[src/rtl/cpu_ram_arbiter.sv]
// Arbitrates the single-port CPU_RAM between the CPU data port (fixed priority)
// and the DMA engine, with a starvation limit that forces a DMA slot.
module cpu_ram_arbiter #(
    parameter int ADDR_WIDTH = 10,
    parameter int DATA_WIDTH = 8,
    parameter int MAX_WAIT   = 3
) (
    input  logic                  Clock,
    input  logic                  Reset,

    input  logic                  cpu_req,
    input  logic                  cpu_we,
    input  logic [ADDR_WIDTH-1:0] cpu_addr,
    input  logic [DATA_WIDTH-1:0] cpu_wdata,
    output logic                  cpu_gnt,
    output logic                  cpu_rdy,
    output logic [DATA_WIDTH-1:0] cpu_rdata,

    input  logic                  dma_req,
    input  logic                  dma_we,
    input  logic [ADDR_WIDTH-1:0] dma_addr,
    input  logic [DATA_WIDTH-1:0] dma_wdata,
    output logic                  dma_gnt,
    output logic                  dma_rdy,
    output logic [DATA_WIDTH-1:0] dma_rdata,

    output logic                  ram_ce,
    output logic                  ram_we,
    output logic [ADDR_WIDTH-1:0] ram_addr,
    output logic [DATA_WIDTH-1:0] ram_data,
    input  logic [DATA_WIDTH-1:0] ram_q
);

    localparam int         NUM_PORTS  = 2;
    localparam logic [3:0] WAIT_LIMIT = 4'(MAX_WAIT);

    logic [3:0]            wait_cnt_reg;
    logic [3:0]            wait_cnt_next;
    logic                  dma_forced;
    logic                  any_gnt;
    logic                  sel_we;
    logic [ADDR_WIDTH-1:0] sel_addr;
    logic [DATA_WIDTH-1:0] sel_wdata;

    logic                  ram_ce_reg;
    logic                  ram_we_reg;
    logic [ADDR_WIDTH-1:0] ram_addr_reg;
    logic [DATA_WIDTH-1:0] ram_data_reg;

    // Read-tag pipeline: stage 0 lines up with the RAM strobe, stage 1 with ram_q.
    logic [1:0]            rd_valid_reg;
    logic [1:0]            rd_dma_reg;
    logic [NUM_PORTS-1:0]  rdy_vec;

    always_comb begin
        dma_forced    = (wait_cnt_reg == WAIT_LIMIT);
        cpu_gnt       = !Reset && cpu_req && (!dma_req || !dma_forced);
        dma_gnt       = !Reset && dma_req && (!cpu_req || dma_forced);
        any_gnt       = cpu_gnt || dma_gnt;
        sel_we        = dma_gnt ? dma_we    : cpu_we;
        sel_addr      = dma_gnt ? dma_addr  : cpu_addr;
        sel_wdata     = dma_gnt ? dma_wdata : cpu_wdata;

        wait_cnt_next = '0;
        if (dma_req && !dma_gnt) begin
            wait_cnt_next = dma_forced ? wait_cnt_reg : wait_cnt_reg + 4'd1;
        end
    end

    always_ff @(posedge Clock) begin
        if (Reset) begin
            wait_cnt_reg <= '0;
            ram_ce_reg   <= 1'b0;
            ram_we_reg   <= 1'b0;
            ram_addr_reg <= '0;
            ram_data_reg <= '0;
            rd_valid_reg <= '0;
            rd_dma_reg   <= '0;
        end else begin
            wait_cnt_reg <= wait_cnt_next;
            ram_ce_reg   <= any_gnt;
            ram_we_reg   <= any_gnt && sel_we;
            // Address/data hold their last value on idle cycles.
            if (any_gnt) begin
                ram_addr_reg <= sel_addr;
                ram_data_reg <= sel_wdata;
            end
            rd_valid_reg <= {rd_valid_reg[0], any_gnt && !sel_we};
            rd_dma_reg   <= {rd_dma_reg[0], dma_gnt};
        end
    end

    // Port 0 is the CPU, port 1 the DMA engine.
    generate
        for (genvar gi = 0; gi < NUM_PORTS; gi++) begin : g_rdy
            assign rdy_vec[gi] = rd_valid_reg[1] && (rd_dma_reg[1] == (gi == 1));
        end
    endgenerate

    assign cpu_rdy   = rdy_vec[0];
    assign dma_rdy   = rdy_vec[1];
    assign cpu_rdata = ram_q;
    assign dma_rdata = ram_q;

    assign ram_ce    = ram_ce_reg;
    assign ram_we    = ram_we_reg;
    assign ram_addr  = ram_addr_reg;
    assign ram_data  = ram_data_reg;

endmodule

[config.mk]
export PLATFORM = sky130hd
export DESIGN_NAME = cpu_ram_arbiter
export DESIGN_NICKNAME = d
export VERILOG_FILES = /design/src/rtl/cpu_ram_arbiter.sv
export SDC_FILE = /design/constraint.sdc
export NUM_CORES = 1
export LEC_CHECK = 0
export CORE_MARGIN = 2
export CORE_UTILIZATION = 25
export DETAILED_ROUTE_END_ITERATION = 7
export HOLD_SLACK_MARGIN = 0.12
export PLACE_DENSITY_LB_ADDON = 0.05
export SLEW_MARGIN = 25
export SYNTH_ARGS = -nofsm -noshare
export SYNTH_HDL_FRONTEND = slang
export SYNTH_SLANG_ARGS = --single-unit
[constraint.sdc]
create_clock -name Clock -period 1.6 [get_ports Clock]
set_input_delay 0.16 -clock Clock [delete_from_list [all_inputs] [get_ports Clock]]
set_output_delay 0.16 -clock Clock [all_outputs]
set_load 0.02 [all_outputs]
After elaboration in Yosys (flattened, before gate mapping)
Cells that the tools add are included.
- add/sub/neg operators: 1
- equality and inequality tests: 1
- muxes and demuxes: 3
- bitwise logic cells: 2
- reduce and logical (&&, ||, !) cells: 19
- operator list (kind ; count):
    10-bit 2-to-1 mux ; 1
    1-bit logical AND ; 9
    8-bit 2-to-1 mux ; 1
    1-bit zero test ; 6
    4-bit by 1-bit adder with 4-bit output, second input constant ; 1
    4-bit by 2-bit equality test with 1-bit output, second input constant ; 1
    1-bit logical OR ; 3
    1-bit NOT ; 2
    2-bit OR reduction ; 1
    1-bit 2-to-1 mux ; 1
- register bits: 28
- input bits: 50
- output and inout bits: 40
- word-level logic and storage cells: 33

Logic depth before layout (Yosys ltp)
- depth after elaboration: 7
- mapped depth: 5
- mapped depth without buffers: 4

Worst setup path after synthesis
Ideal clock, no wire load.
- path type: register to register
- from: register wait_cnt_reg[0]
- to: register ram_we_reg, in the netlist ram_we
- arrival time: 1.444 ns
- data required time: 1.541 ns
- path slack: 0.097 ns
- cell stages (with the launch flop): 5
- path buffers: 0
- cells stage by stage: dfxtp_1 -> ha_1 -> or3b_4 -> a21oi_2 -> a22o_1
- elaborated cells between the ends (all ways): 9
- those cells by class: eq/ne: 1; mux: 1; reduce/logical: 7
- RTL lines (item ; line ; RTL):
    start: declaration ; 37 ; logic [3:0] wait_cnt_reg;
    start signal: assignment ; 80 ; wait_cnt_reg <= wait_cnt_next;
    4-bit by 2-bit equality test with 1-bit output (*) ; 56 ; dma_forced = (wait_cnt_reg == WAIT_LIMIT);
    1-bit logical OR (*) ; 58 ; dma_gnt = !Reset && dma_req && (!cpu_req || dma_forced);
    1-bit logical AND (*) ; 58 ;
    named net dma_gnt ; 23 ; output logic dma_gnt,
    1-bit 2-to-1 mux or 1-bit logical OR (tied branches) ; 60, 59 ;
    1-bit logical AND (*) ; 82 ; ram_we_reg <= any_gnt && sel_we;
    end signal: assignment ; 82 ;
    end: declaration ; 46 ; logic ram_we_reg;
Mark *: on every way through the listed nets, which the timed path passes. The rest lies on a longest branch.
A chain may end at the register's enable or synchronous reset.

Worst setup path in the final report
- from: register wait_cnt_reg[0]
- to: output dma_gnt
- longest elaborated chain between the ends: 3
- RTL lines (item ; line):
    4-bit by 2-bit equality test with 1-bit output ; 56
    1-bit logical OR ; 58
    1-bit logical AND ; 58
    end: declaration ; 23
Every way passes these cells.

==> results.md <==
- 0 antenna diodes ended up in the layout.
- After clock tree synthesis, the clock-pin slew on the worst setup and hold paths is 90 ps.
- Of the post-synthesis cell area, the dominant cell type holds 0.415.
- The endpoint identified for the worst register-to-register timing path is ram_addr[3]$_SDFFE_PP0P_.
- Counting flops with a built-in enable in the synthesized netlist gives 0.
- The maximum fanout along the worst path is 2.
- The run finished, with violations left.
- The routed wire length per instance is 13.8 um.
- STA puts the critical path data required time at 1440 ps.
- The maximum level of the CTS H-tree is 1.
- In the synthesized netlist the async set-or-reset flop fraction comes to 0.
- Summed over all layers, the global routing overflow is 0.
- Timing would allow up to 620 MHz.
- Measured in cells, the most critical reg-to-reg path has a length of 5.
- The sequential-to-total area share from yosys stat is 0.415.
- In this run the static leakage power is 0.898 nW.
- The die width is 77.5 um.
- For this run, the leading register cell type out of synthesis is dfxtp_1.
- In the synthesized netlist, the cells that appear most often are dfxtp_1 (28), nor2_1 (25), a221o_1 (18), buf_4 (18), mux2i_1 (18).
- The synthesized design spends more area on one cell type than any other, namely dfxtp_1.
- For the pin with the worst max-slew slack, the measured transition is 305 ps.
- The first TritonRoute pass finished after 4 iterations.
- For this configuration, the core starts out at a cell density of 0.261.
- CTS placed an instance of clkbuf_8 at the clock tree root.
- The number of unique standard cell types used by synthesis is 23.
- The detailed router placed 1189 vias in this run.
- After synthesis, the mean cell area works out to 10.1 sq um.
- After layout, the worst setup slack is -14.1 ps.
- The flip-flop count of the largest register after layout is 10.
- Across the run, the number of max-cap violations was 0.
- Summing every instance area after synthesis gives 1350 sq um.
- Setup repair after global routing could not meet its margin everywhere.
- The total detailed-routing wirelength is 3660 um.
- The floorplan step defined a core boundary enclosing 5170 sq um.
- After synthesis, the cell types taking the most area are dfxtp_1 (41%), a221o_1 (13%), mux2i_1 (13%), buf_4 (10%), nor2_1 (6.9%).
- The number of buffers between clock root and the deepest sink is 2.
- The total global routing track utilization is 0.123.
- Yosys printed 0 warnings.
- The number of inserted filler cells in the final layout is 505.
- The worst hold path depth is 0.
- The clock skew is 10.9 ps.
- The max-slew violation count is 0.
- The first global-routing pass estimated 5960 um of wire.
- After the last flow step, the layout net total stands at 247.
- The portion of the clock cycle consumed by the worst path in the final layout is 1.01.
- The I/O pin total is 90.
- Power spread over the standard cell area amounts to 790 nW/um^2.
- The die extent in y is 77.5 um.
- The net count after synthesis is 185.
- The area growth from synthesis to layout is 60.0%.
- Of the cells placed in the final design, the portion with a size suffix greater than 1 is 0.149.
- For this design, the CTS-stage hold fixing added 0 buffers.
- Clock tree synthesis found a total of 28 sinks.
- The arrival time at the worst endpoint is 1450 ps.
- The overall power is 1.71 mW.
- The nature of the critical path endpoint is an output port.
- Prior to clock tree synthesis, the placed netlist has a worst setup slack of -300 ps.
- The clock latency of the later-clocked register in the worst-skew pair is 280 ps.
- The count of buffers added on input and output ports is 65.
- The number of DRC markers after the initial detailed-route iteration is 40.
- The initial antenna violation count is 0.
- The largest net degree at the start of global routing is 21.
- The leading cell type by number of instances after synthesis is dfxtp_1.
- The final setup violation count is 1.
- Across the VDD grid, the largest voltage drop is 0.450 mV.
- After detailed routing, the number of remaining DRC violations is 0.
- Synthesis produced a netlist whose cell count is 134.
- The start of the worst register-to-register path is wait_cnt_reg[0]$_SDFFE_PP0P_.
- The via count of the first global-routing pass was 1240.
- The classification of the worst setup path is reg -> out.
- TritonCTS built the clock tree.
- Tracing the worst setup path back leads to its startpoint at wait_cnt_reg[0]$_SDFFE_PP0P_.
- The checks that failed: setup timing.
- The total clock buffers created by CTS is 3.
- The floorplan has 26 rows.
- The capturing instance or port of the critical path is dma_gnt.
- The clock period minus worst slack is 1610 ps.
- The overall die area is 6010 sq um.
- The min-delay analysis places its worst path in the category in -> out.
- The relative slew slack is 0.797.
- The number of endpoints with negative hold slack in the final report was 0.
- The global placer's final weighted congestion is 0.711.
- The worst register-to-register path has a setup slack of 70 ps.
- The startpoint kind of the worst setup timing path is a flop.
- In the routed layout, each cell is associated on average with a via count of 4.49.
- The sum of net half-perimeters after detailed placement is 2680 um.
- The post-route antenna net violation count is 0.
- The number of synthesized register bits is 28.
==> metrics by stage <==
step | setup TNS, ps | instances | hold slack [ps] | area, sq um | util
after global routing | -59.5 | 265 | 320 | 2160 | 0.418
after detailed placement | -1180 | 258 | 320 | 2020 | 0.390
final | -14.1 | 265 | 320 | 2160 | 0.418
after floorplan | 0 | 134 | 232 | 1350 | -
after CTS | -33.3 | 265 | 320 | 2150 | 0.415
after global placement | -1000 | 258 | 320 | 2020 | 0.390
==> cells in the final DEF (no fill, tap or decap) <==
cell	instances
a21oi_1	1
a21oi_4	1
a221o_1	18
a22o_1	2
a311oi_4	1
and2_1	1
buf_12	2
buf_4	13
buf_6	2
bufinv_16	1
clkbuf_8	3
clkdlybuf4s50_1	63
dfxtp_1	26
dfxtp_2	2
ha_1	1
inv_1	4
mux2i_1	18
nand2b_2	1
nand3_1	1
nor2_1	25
nor2_8	1
nor2b_1	3
or2_2	1
or3b_1	1
or3b_4	1
xnor2_1	1
xor2_1	1
==> worst max-delay path: stages, from the launching register on <==
cell     delay (ps)
dfxtp_2         340
ha_1            150
or3b_4          400
a21oi_4         160
buf_6           140
==> cells by family after synthesis <==
logic type | share of synthesized area
multiplexers | 0.133
AND/OR/NAND/NOR | 0.132
flip-flops | 0.415
AO/OA/AOI/OAI | 0.163
XOR/XNOR | 0.0130
buffers and inverters | 0.134
adder cells (fa/ha/maj) | 0.00926
==> power by group <==
part	switching, mW	internal [mW]	total, mW
registers	0.0198	0.739	0.759
logic	0.156	0.227	0.383
clock network	0.232	0.335	0.567
==> how the worst min path moves through the flow <==
stage                        start                  endpoint  slack, ps
after floorplan              Reset  rd_dma_reg[1]$_SDFF_PP0_        230
after global placement    ram_q[2]              cpu_rdata[2]        320
after detailed placement  ram_q[2]              cpu_rdata[2]        320
after global routing      ram_q[6]              dma_rdata[6]        320
final                     ram_q[4]              dma_rdata[4]        320
after CTS                 ram_q[2]              cpu_rdata[2]        320
==> metal layers <==
metal / track usage / share of wire / vias to the layer above
met4: 0.0214 / 0.0063 / 0
met5: 0 / 0 / -
met1: 0.143 / 0.44 / 549
met2: 0.222 / 0.48 / 49
met3: 0.0419 / 0.079 / 2
li1: - / - / 589
==> repair_timing <==
action / in CTS / in global routing
endpoints found under the setup margin: 4 / 4
pin swaps: 1 / 0
resized for setup: 14 / 2
buffers inserted: 3 / 0
==> final cells by class <==
cell class                 instances  area, sq um  share of cell area
clock buffer                       3         41.3              0.0191
clock inverter                     1         30.0              0.0139
inverter                           4         15.0             0.00694
multi-input combinational         79          634               0.293
sequential                        28          563               0.260
tap                               70         87.6              0.0405
timing repair buffer              80          791               0.366
Power figures use the tool's default switching activity.
